**src/rtl/mathbox_pkg.sv**
```systemverilog
`default_nettype none
// ============================================================================
// Module : mathbox_pkg
// Brief  : Shared types and constants for the mathbox microsequencer.
// Rev    : 1.0
// ============================================================================
package mathbox_pkg;

  localparam int MB_ADDR_W = 8;
  localparam int MB_CMD_W  = 5;

  localparam int CTL_STOP    = 0;
  localparam int CTL_JMP     = 1;
  localparam int CTL_CONDSEL = 2;

  typedef enum logic [2:0] {
    IDLE  = 3'd0,
    MAP   = 3'd1,
    LOAD  = 3'd2,
    FETCH = 3'd3,
    EXEC  = 3'd4
  } state_t;

endpackage
`default_nettype wire

```
**src/rtl/mathbox_step_wdog.sv**
```systemverilog
`default_nettype none
// ============================================================================
// Module : mathbox_step_wdog
// Brief  : Loadable step counter; flags when the next increment hits MAX_STEPS.
// Rev    : 1.0
// ============================================================================
module mathbox_step_wdog #(
  parameter int MAX_STEPS = 255,
  parameter int CNT_W     = 8
) (
  input  logic clk,
  input  logic reset_n,
  input  logic cen,
  input  logic clr,
  input  logic inc,
  output logic tc_next
);

  localparam logic [CNT_W-1:0] c_last = CNT_W'(MAX_STEPS - 1);

  logic [CNT_W-1:0] r_cnt;

  always_ff @(posedge clk or negedge reset_n) begin
    if (!reset_n) begin
      r_cnt <= '0;
    end else if (cen) begin
      if (clr) begin
        r_cnt <= '0;
      end else if (inc) begin
        r_cnt <= r_cnt + CNT_W'(1);
      end
    end
  end

  // High while the step in progress would be the MAX_STEPS-th one
  assign tc_next = (r_cnt == c_last);

endmodule
`default_nettype wire

```
**src/rtl/mathbox_seq.sv**
```systemverilog
`default_nettype none
// ============================================================================
// Module : mathbox_seq
// Brief  : Mathbox microsequencer: start-map lookup, PROM stepping, watchdog.
// Rev    : 1.0
// ============================================================================
module mathbox_seq
  import mathbox_pkg::*;
#(
  parameter int ADDR_W    = MB_ADDR_W,
  parameter int CMD_W     = MB_CMD_W,
  parameter int MAX_STEPS = 255
) (
  input  logic              clk,
  input  logic              reset_n,
  input  logic              cen,
  input  logic              cmd_wr,
  input  logic [CMD_W-1:0]  cmd_idx,
  output logic [CMD_W-1:0]  map_addr,
  input  logic [ADDR_W-1:0] map_data,
  output logic [ADDR_W-1:0] rom_addr,
  output logic              rom_cs,
  input  logic [3:0]        ctl_nib,
  input  logic [3:0]        jmp_hi,
  input  logic [3:0]        jmp_lo,
  input  logic              cond_in,
  output logic              uop_valid,
  output logic              busy,
  output logic              overrun,
  output logic              wdog_err
);

  localparam int c_cnt_w = $clog2(MAX_STEPS + 1);

  state_t            r_state, w_state_nxt;
  logic [CMD_W-1:0]  r_map_addr, w_map_addr_nxt;
  logic [ADDR_W-1:0] r_rom_addr, w_rom_addr_nxt;
  logic              r_rom_cs, w_rom_cs_nxt;
  logic              r_overrun, w_overrun_nxt;
  logic              r_wdog_err, w_wdog_err_nxt;
  logic              w_cnt_clr, w_cnt_inc, w_tc;
  logic [ADDR_W-1:0] w_jmp_tgt;
  logic              w_unused_ctl;

  assign w_jmp_tgt    = ADDR_W'({jmp_hi, jmp_lo});
  assign w_unused_ctl = ctl_nib[3];

  mathbox_step_wdog #(
    .MAX_STEPS (MAX_STEPS),
    .CNT_W     (c_cnt_w)
  ) u_step_wdog (
    .clk     (clk),
    .reset_n (reset_n),
    .cen     (cen),
    .clr     (w_cnt_clr),
    .inc     (w_cnt_inc),
    .tc_next (w_tc)
  );

  always_ff @(posedge clk or negedge reset_n) begin
    if (!reset_n) begin
      r_state    <= IDLE;
      r_map_addr <= '0;
      r_rom_addr <= '0;
      r_rom_cs   <= 1'b0;
      r_overrun  <= 1'b0;
      r_wdog_err <= 1'b0;
    end else if (cen) begin
      r_state    <= w_state_nxt;
      r_map_addr <= w_map_addr_nxt;
      r_rom_addr <= w_rom_addr_nxt;
      r_rom_cs   <= w_rom_cs_nxt;
      r_overrun  <= w_overrun_nxt;
      r_wdog_err <= w_wdog_err_nxt;
    end
  end

  always_comb begin
    w_state_nxt    = r_state;
    w_map_addr_nxt = r_map_addr;
    w_rom_addr_nxt = r_rom_addr;
    w_rom_cs_nxt   = r_rom_cs;
    w_overrun_nxt  = r_overrun;
    w_wdog_err_nxt = r_wdog_err;
    w_cnt_clr      = 1'b0;
    w_cnt_inc      = 1'b0;

    // Any write outside IDLE is dropped, including the EXEC that returns to IDLE
    if (cmd_wr && (r_state != IDLE)) begin
      w_overrun_nxt = 1'b1;
    end

    case (r_state)
      IDLE: begin
        if (cmd_wr) begin
          w_map_addr_nxt = cmd_idx;
          w_overrun_nxt  = 1'b0;
          w_wdog_err_nxt = 1'b0;
          w_state_nxt    = MAP;
        end
      end
      MAP: begin
        w_state_nxt = LOAD;
      end
      LOAD: begin
        w_rom_addr_nxt = map_data;
        w_rom_cs_nxt   = 1'b1;
        w_cnt_clr      = 1'b1;
        w_state_nxt    = FETCH;
      end
      FETCH: begin
        w_state_nxt = EXEC;
      end
      EXEC: begin
        w_cnt_inc = 1'b1;
        if (ctl_nib[CTL_STOP]) begin
          w_rom_cs_nxt = 1'b0;
          w_state_nxt  = IDLE;
        end else begin
          if (ctl_nib[CTL_JMP] && (!ctl_nib[CTL_CONDSEL] || cond_in)) begin
            w_rom_addr_nxt = w_jmp_tgt;
          end else begin
            w_rom_addr_nxt = r_rom_addr + ADDR_W'(1);
          end
          if (w_tc) begin
            w_wdog_err_nxt = 1'b1;
            w_rom_cs_nxt   = 1'b0;
            w_state_nxt    = IDLE;
          end else begin
            w_state_nxt = FETCH;
          end
        end
      end
      default: begin
        w_rom_cs_nxt = 1'b0;
        w_state_nxt  = IDLE;
      end
    endcase
  end

  assign map_addr  = r_map_addr;
  assign rom_addr  = r_rom_addr;
  assign rom_cs    = r_rom_cs;
  assign uop_valid = cen && (r_state == EXEC);
  assign busy      = (r_state != IDLE);
  assign overrun   = r_overrun;
  assign wdog_err  = r_wdog_err;

endmodule
`default_nettype wire
```
**config.mk**
```make
export PLATFORM = sky130hd
export DESIGN_NAME = mathbox_seq
export DESIGN_NICKNAME = d
export VERILOG_FILES = /design/src/rtl/mathbox_pkg.sv /design/src/rtl/mathbox_step_wdog.sv /design/src/rtl/mathbox_seq.sv
export SDC_FILE = /design/constraint.sdc
export NUM_CORES = 1
export LEC_CHECK = 0
export CORE_ASPECT_RATIO = 0.6
export CORE_MARGIN = 1
export CORE_UTILIZATION = 25
export CTS_CLUSTER_SIZE = 12
export DETAILED_ROUTE_END_ITERATION = 6
export GPL_ROUTABILITY_DRIVEN = 0
export PLACE_DENSITY = 0.48
export SYNTH_ARGS = -nofsm -noshare
export SYNTH_HDL_FRONTEND = slang
export SYNTH_SLANG_ARGS = --single-unit
```
**constraint.sdc**
```tcl
create_clock -name clk -period 4.8 [get_ports clk]
set_input_delay 0.48 -clock clk [delete_from_list [all_inputs] [get_ports clk]]
set_output_delay 0.48 -clock clk [all_outputs]
set_load 0.05 [all_outputs]
```
Yosys cells after proc, flatten, opt, wreduce, memory -nomap -nowiden
Index checks and enable logic that the tools add are counted.
{"block": "word_totals", "word_cells": 57, "in_bits": 30, "ff_bits": 27, "output_inout_bits": 18}
{"block": "op_classes", "addsub": 2, "eq_ne": 9, "muxes": 21, "reduce_logical": 17, "bitwise": 1}
{"cell": "$mux W8", "count": 4}
{"cell": "$add A8 B1 Y8 const B", "count": 2}
{"cell": "$pmux W8 S2", "count": 1}
{"cell": "$pmux W3 S5", "count": 1}
{"cell": "$mux W1", "count": 10}
{"cell": "$reduce_and A3 Y1", "count": 3}
{"cell": "$eq A8 B8 Y1 const B", "count": 1}
{"cell": "$eq A3 B2 Y1 const B", "count": 2}
{"cell": "$reduce_bool A2 Y1", "count": 3}
{"cell": "$reduce_and A5 Y1", "count": 1}
{"cell": "$mux W2", "count": 2}
{"cell": "$ne A2 B2 Y1 const B", "count": 2}
{"cell": "$reduce_and A2 Y1", "count": 2}
{"cell": "$eq A3 B1 Y1 const B", "count": 1}
{"cell": "$eq A3 B3 Y1 const B", "count": 1}
{"cell": "$logic_and A1 B1 Y1", "count": 3}
{"cell": "$logic_not A3 Y1", "count": 1}
{"cell": "$mux W3", "count": 1}
{"cell": "$ne A3 B2 Y1 const B", "count": 1}
{"cell": "$pmux W1 S3", "count": 1}
{"cell": "$reduce_bool A3 Y1", "count": 1}
{"cell": "$reduce_or A3 Y1", "count": 1}
{"cell": "$ne A2 B1 Y1 const B", "count": 1}
{"cell": "$pmux W1 S2", "count": 1}
{"cell": "other kinds (3)", "count": 3}

Logic depth before layout (Yosys ltp)
Gate-level depths: netlist of the first run.
{"block": "depth", "word_depth": 6, "depth_mapped": 6, "ltp_nobuf": 6}

Modules after synthesis
A second synthesis of the first run with hierarchy kept.
{"block": "hier_totals", "hier_cells": 192, "hier_area_um2": 1720.4}
{"module": "mathbox_seq", "instances": 1, "seq_area_each_um2": 475.5, "area_per_inst_um2": 1186.1, "cells_per_inst": 134}
{"module": "mathbox_step_wdog", "instances": 1, "seq_area_each_um2": 200.2, "area_per_inst_um2": 534.3, "cells_per_inst": 58}

Worst setup path before layout of the first run
Ideal clock, no wire load.
{"block": "synth_timing", "path_type": "reg2out", "start": "register r_state[0]", "end": "output uop_valid", "slack_ps": 3102, "required_ps": 4320, "t_arrival_ps": 1218, "n_path_buf": 1, "path_stages_with_launch": 5, "cell_sequence": "dfrtp_1 > buf_2 > nor3b_1 > nand2_1 > inv_1"}
{"block": "synth_between", "elab_chain_cells": 2}
{"item": "from (decl)", "line_no": "mathbox_seq.sv:35", "source": "state_t r_state, w_state_nxt;"}
{"item": "from (signal assigned)", "line_no": "mathbox_seq.sv:69", "source": "r_state <= w_state_nxt;"}
{"item": "$eq A3 B3 Y1", "line_no": "mathbox_seq.sv:144", "source": "assign uop_valid = cen && (r_state == EXEC);"}
{"item": "$logic_and A1 B1 Y1", "line_no": "mathbox_seq.sv:144"}
{"item": "to (decl)", "line_no": "mathbox_seq.sv:27", "source": "output logic uop_valid,"}
Every way passes these cells.

Worst setup path after layout of the first run
{"block": "layout_timing", "start": "input cen", "end": "output uop_valid"}
{"block": "layout_between", "elab_chain_cells": 1}
{"item": "from (decl)", "line_no": "mathbox_seq.sv:16", "source": "input logic cen,"}
{"item": "$logic_and A1 B1 Y1", "line_no": "mathbox_seq.sv:144"}
Every way passes these cells.

==> results of run 1 <==
==> power breakdown <==
group	switching [mW]	leakage (nW)	internal [mW]
Combinational	0.433	0.480	0.265
Clock	0.0799	0.0217	0.0591
Sequential	0.111	0.333	0.308
Total	0.625	0.835	0.632
==> metal layers <==
metal / vias up / GRT usage [%]
met5: - / 0
met4: 0 / 2.143
met3: 2 / 3.106
met2: 32 / 17.80
met1: 616 / 20.59
li1: 692 / -
==> sequential cells by signal (all words and copies together) (netlist names), named ones only <==
name and flops:
r_state 3, rom_addr 8, wdog_err 1, u_step_wdog.r_cnt 8
map_addr 5, rom_cs 1
==> cells by family (layout without fill, tap and decap cells) <==
family          Yosys count  after routing  synth area share, %
compound gates           42             42                16.80
xor+xnor                 10             10                5.574
fa+ha+maj                 3              3                2.389
buf+inv                  19             61                5.493
flops                    27             27                42.99
mux                       8              8                5.573
simple gates             63             63                21.18
==> per-stage QoR <==
step	util (%)	instance area (µm²)	power (mW)	setup WS, ns
final	36.85	2140	1.257	1.655
after global routing	36.85	2140	1.338	1.521
after global placement	36.01	2091	1.125	1.701
after floorplan	-	1572	0.8986	3.102
after CTS	36.85	2140	1.266	1.636
after detailed placement	36.01	2091	1.126	1.643
==> cell usage after synthesis (3+ instances only) <==
cell type	count	share of area [%]
dfrtp_1	27	43
nand3_1	4	1.3
nor2_1	13	3.1
clkbuf_1	4	0.96
nor4_1	4	1.6
nand3b_1	5	2.4
xor2_1	3	1.7
mux2_2	6	4.3
o31ai_1	3	1.4
a31oi_1	10	4.0
buf_2	3	0.96
a21oi_1	8	2.5
inv_1	10	2.4
nand2b_1	6	2.4
nand2_1	13	3.1
ha_1	3	2.4
o22ai_1	3	1.2
o21ai_0	8	2.5
xnor2_1	7	3.9
nor3_1	5	1.6
==> final cells by class <==
class,instances,area (µm²)
Tap cell,80,100.1
Clock inverter,1,7.507
Timing Repair Buffer,47,467.9
Multi-Input combinational cell,126,809.5
Clock buffer,3,41.29
Fill cell,597,3667
Inverter,10,37.54
Sequential cell,27,675.6
==> worst max-delay path by stage <==
stage / start / end / cells past startpoint
after floorplan: r_state[0] / uop_valid / 4
after global placement: cen / uop_valid / 5
after detailed placement: cen / uop_valid / 5
after CTS: cen / uop_valid / 5
after global routing: cen / uop_valid / 5
final: cen / uop_valid / 5
==> critical path, stage by stage <==
cell	delay (ns)
clkdlybuf4s50_1	0.70
nor3b_1	0.44
nand2_1	0.17
inv_1	0.08
clkdlybuf4s50_1	0.79
==> results.txt, run 1 <==
# rows = 21
Nets = 248
Vias in the first global route = 1298
DRC Markers = 0
P per Cell Area = 587.5 nW/µm²
IO buf count = 46
TritonCTS clock tree = done
MaxCap Viol Count = 0
Area grow syn2layout = 36.15%
Clk pin slew, worst setup/hold paths = 0.10 ns
Netlist cell types = 41
Seq/Total Area, Yosys = 42.99%
Leak Pwr = 0.8348 nW
Fin crit share = 65.53%
Top Layer Used = met4
Worst Path Required = 4.32 ns
Min Tclk post-route = 3.145 ns
Die area = 6618 µm²
Crit Path Category = in2out
Setup Viol. Count Final = 0
Gr usage total = 13.09%
Final Hold Slack = 0.5136 ns
Most common cell after layout, fill and taps aside = clkdlybuf4s50_1
Worst setup EP type = output port
Largest net degree at the start of global routing = 28
Core Area = 5807 µm²
Fin. Hold Viols = 0
Post-Layout Cell Count = 294
Reg2reg start = r_state[2]
F_max = 317.9 MHz
Most frequent cells in the layout = clkdlybuf4s50_1 (46), dfrtp_1 (27), nand2_1 (13), nor2_1 (13)
Hold Buf Count CTS = 0
Max Slew Vio Count = 0
Clk_lat worst skew = 0.28 ns
Reg2reg end = rom_addr[6]
Met2 wire length = 1554 µm
Starting Density = 27.06%
Met1 wire length = 2272 µm
DRT antenna net count = 0
HP Start = map_addr[3]
RSZ-0062 raised after global routing = no
Antenna violations before repair = 0
Async SR Flop Fraction = 100.0%
Routed length per placed instance = 13.74 µm
Post-CTS setup buffers = 0
Root Buffer = clkbuf_8
Maximum fanout along the worst path = 11
Worst hold path class = reg2reg
Depth of the CTS H-tree = 1
IO Pins = 48
Wirelength, routed = 4041 µm
Avg Vias per Cell = 4.565
Number of clock sinks = 27
Cts bufs inserted = 3
Router iterations before antenna repair = 4
Antenna cells = 0
Syn_area_per_cell = 9.137 µm²
Mapped cell area = 1572 µm²
Post-cts sizing count = 0
Syn Nets = 205
Startpoint types = primary input
Drt initial violations = 83
Post-DP HPWL = 3058 µm
Clock Skews = 0.003533 ns
Post-synth EDFFs = 0
Dpl cells = 290
Synth Flop Type = dfrtp_1
Clk buf depth = 2
Setup TNS = 0 ns
Worst reg2reg path depth = 4
Die Wd = 104.4 µm
Yosys reg bits = 27
Worst rel slew slack = 63.49%
Run status = completed
First-pass GRT wire length = 6768 µm
Met3 routed WL = 187 µm
Ys Warns = 0
Worst R2R Setup Slack = 2.81 ns
Share of cells above drive strength 1 = 6.542%
Peak VDD IR = 0.0002702 V
Worst-margin pin slew = 0.5435 ns
Hold endpoint = map_addr[3]
Hold Crit Depth = 1
DR vias = 1342
Post-synthesis cell count = 172
Grt total ovfl = 0
Die height = 63.42 µm
WP data arrival = 2.67 ns
(Power assumes the default switching activity.)
==> run 2, diff against run 1 <==
--- a/config.mk
+++ b/config.mk
@@ -11,7 +11,7 @@
 export CTS_CLUSTER_SIZE = 12
 export DETAILED_ROUTE_END_ITERATION = 6
 export GPL_ROUTABILITY_DRIVEN = 0
-export PLACE_DENSITY = 0.48
+export PLACE_DENSITY = 0.5
 export SYNTH_ARGS = -nofsm -noshare
 export SYNTH_HDL_FRONTEND = slang
 export SYNTH_SLANG_ARGS = --single-unit
==> constraint.sdc (replaced) <==
create_clock -name clk -period 2.6 [get_ports clk]
set_input_delay 0.26 -clock clk [delete_from_list [all_inputs] [get_ports clk]]
set_output_delay 0.26 -clock clk [all_outputs]
set_load 0.05 [all_outputs]
==> results.txt, run 2 (synthesized netlist as in run 1, its figures left out) <==
Root Buffer = clkbuf_8 (unchanged)
Worst Path Required = 2.34 ns (was 4.32 ns)
Leak Pwr = 0.8508 nW (was 0.8348 nW)
RSZ-0062 raised after global routing = no (unchanged)
Router iterations before antenna repair = 4 (unchanged)
Clk_lat worst skew = 0.27 ns (was 0.28 ns)
Worst setup EP type = output port (unchanged)
Setup Viol. Count Final = 0 (unchanged)
Area grow syn2layout = 37.50% (was 36.15%)
WP data arrival = 1.96 ns (was 2.67 ns)
MaxCap Viol Count = 0 (unchanged)
Antenna violations before repair = 0 (unchanged)
DR vias = 1378 (was 1342)
Die Wd = 104.4 µm (unchanged)
Die area = 6618 µm² (unchanged)
FILL cells = 599 (was 597)
Nets = 250 (was 248)
Avg Vias per Cell = 4.655 (was 4.565)
P per Cell Area = 1071 nW/µm² (was 587.5 nW/µm²)
Maximum fanout along the worst path = 14 (was 11)
Grt total ovfl = 0 (unchanged)
Worst rel slew slack = 64.34% (was 63.49%)
F_max = 450.9 MHz
Antenna cells = 0 (unchanged)
First-pass GRT wire length = 6686 µm (was 6768 µm)
Die height = 63.42 µm (unchanged)
Drt initial violations = 62 (was 83)
Fin crit share = 85.30%
Gr usage total = 12.74% (was 13.09%)
Peak VDD IR = 0.0003666 V (was 0.0002702 V)
Run status = completed (unchanged)
Hold Buf Count CTS = 0 (unchanged)
IO Pins = 48 (unchanged)
Depth of the CTS H-tree = 1 (unchanged)
Core Area = 5807 µm² (unchanged)
DRC Markers = 0 (unchanged)
Clk pin slew, worst setup/hold paths = 0.10 ns (about the same)
Clock Skews = 0.008470 ns (was 0.003533 ns)
Most common cell after layout, fill and taps aside = clkdlybuf4s50_1 (unchanged)
Fin. Hold Viols = 0 (unchanged)
Clk buf depth = 2 (unchanged)
Worst hold path class = in2async (was reg2reg)
Most frequent cells in the layout = clkdlybuf4s50_1 (45), dfrtp_1 (27), nand2_1 (13), nor2_1 (13) (was clkdlybuf4s50_1 (46), dfrtp_1 (27), nand2_1 (13), nor2_1 (13))
Post-CTS setup buffers = 0 (unchanged)
Starting Density = 27.06% (unchanged)
IO buf count = 46 (unchanged)
Setup TNS = 0 ns (unchanged)
Finished Core Util = 37.21% (was 36.85%)
Routed length per placed instance = 13.41 µm (was 13.74 µm)
Share of cells above drive strength 1 = 7.407% (was 6.542%)
Cts bufs inserted = 3 (unchanged)
Final Hold Slack = 0.3600 ns (was 0.5136 ns)
Min Tclk post-route = 2.218 ns
Number of clock sinks = 27 (unchanged)
Max Slew Vio Count = 0 (unchanged)
TritonCTS clock tree = done (unchanged)
Wirelength, routed = 3970 µm (was 4041 µm)
Vias in the first global route = 1328 (was 1298)
DRT antenna net count = 0 (unchanged)
Post-DP HPWL = 3028 µm (was 3058 µm)
Worst-margin pin slew = 0.5338 ns (was 0.5435 ns)
Largest net degree at the start of global routing = 28 (unchanged)
Startpoint types = flop (was primary input)
# rows = 21 (unchanged)
Post-cts sizing count = 0 (unchanged)
Crit Path Category = reg2out (was in2out)
run 2: cell types whose count changed in the layout (fill, tap and decap cells not counted), sizes merged:
cell / change
clkbuf: +1
clkinvlp: -1
buf: +3
clkdlybuf4s50: -1
run 2: per-stage QoR:
| step | power, mW | cell area (µm²) | instances | setup WS (ns) |
|---|---|---|---|---|
| floorplan | 1.659 | 1572 | 172 | 0.9234 |
| CTS | 2.338 | 2161 | 296 | 0.3558 |
| finish | 2.313 | 2161 | 296 | 0.3822 |
| detailed placement | 2.089 | 2116 | 292 | 0.4645 |
| global route | 2.472 | 2161 | 296 | 0.3034 |
| global placement | 2.077 | 2116 | 292 | 0.5020 |
run 2: critical path: stages, from the launching register on:
cell and delay, ns:
dfrtp_1 0.55, or3_1 0.42, clkdlybuf4s50_1 0.71
run 2: path summary, 6_finish.rpt:
path / from / end / slack, ns / depth (start not counted)
setup / recovery: r_state[1] / busy / 0.38 / 2
hold / removal: reset_n / rom_addr[3] / 0.36 / 2
setup reg to reg: r_state[1] / map_addr[3] / 0.58 / 4
hold reg to reg: map_addr[2] / map_addr[2] / 0.51 / 1
max in group asynchronous: reset_n / async pin / 1.98 / 2
min in group clk: map_addr[2] / map_addr[2] / 0.51 / 1
run 2: power by group:
part / leakage [nW] / total (mW) / internal, mW / switching [mW]
combinational: 0.495 / 1.30 / 0.499 / 0.802
clock: 0.0228 / 0.241 / 0.110 / 0.131
sequential: 0.333 / 0.772 / 0.568 / 0.204
run 2: per-layer routing:
layer	part of all wire [%]	GRT usage, %	up-vias
met4	0.25	1.250	0
met2	37	16.47	31
met3	4.6	3.209	2
met5	0	0	-
met1	58	20.88	644
li1	-	-	701
run 2: layout make-up:
class                   instances  area (µm²)  share of cell area, %
multi-input cells             126       809.5                  37.46
repair buffers                 49       493.0                  22.81
flip-flops and latches         27       675.6                  31.27
clock buffers                   4       45.04                  2.085
inverters                      10       37.54                  1.737
well taps                      80       100.1                  4.632
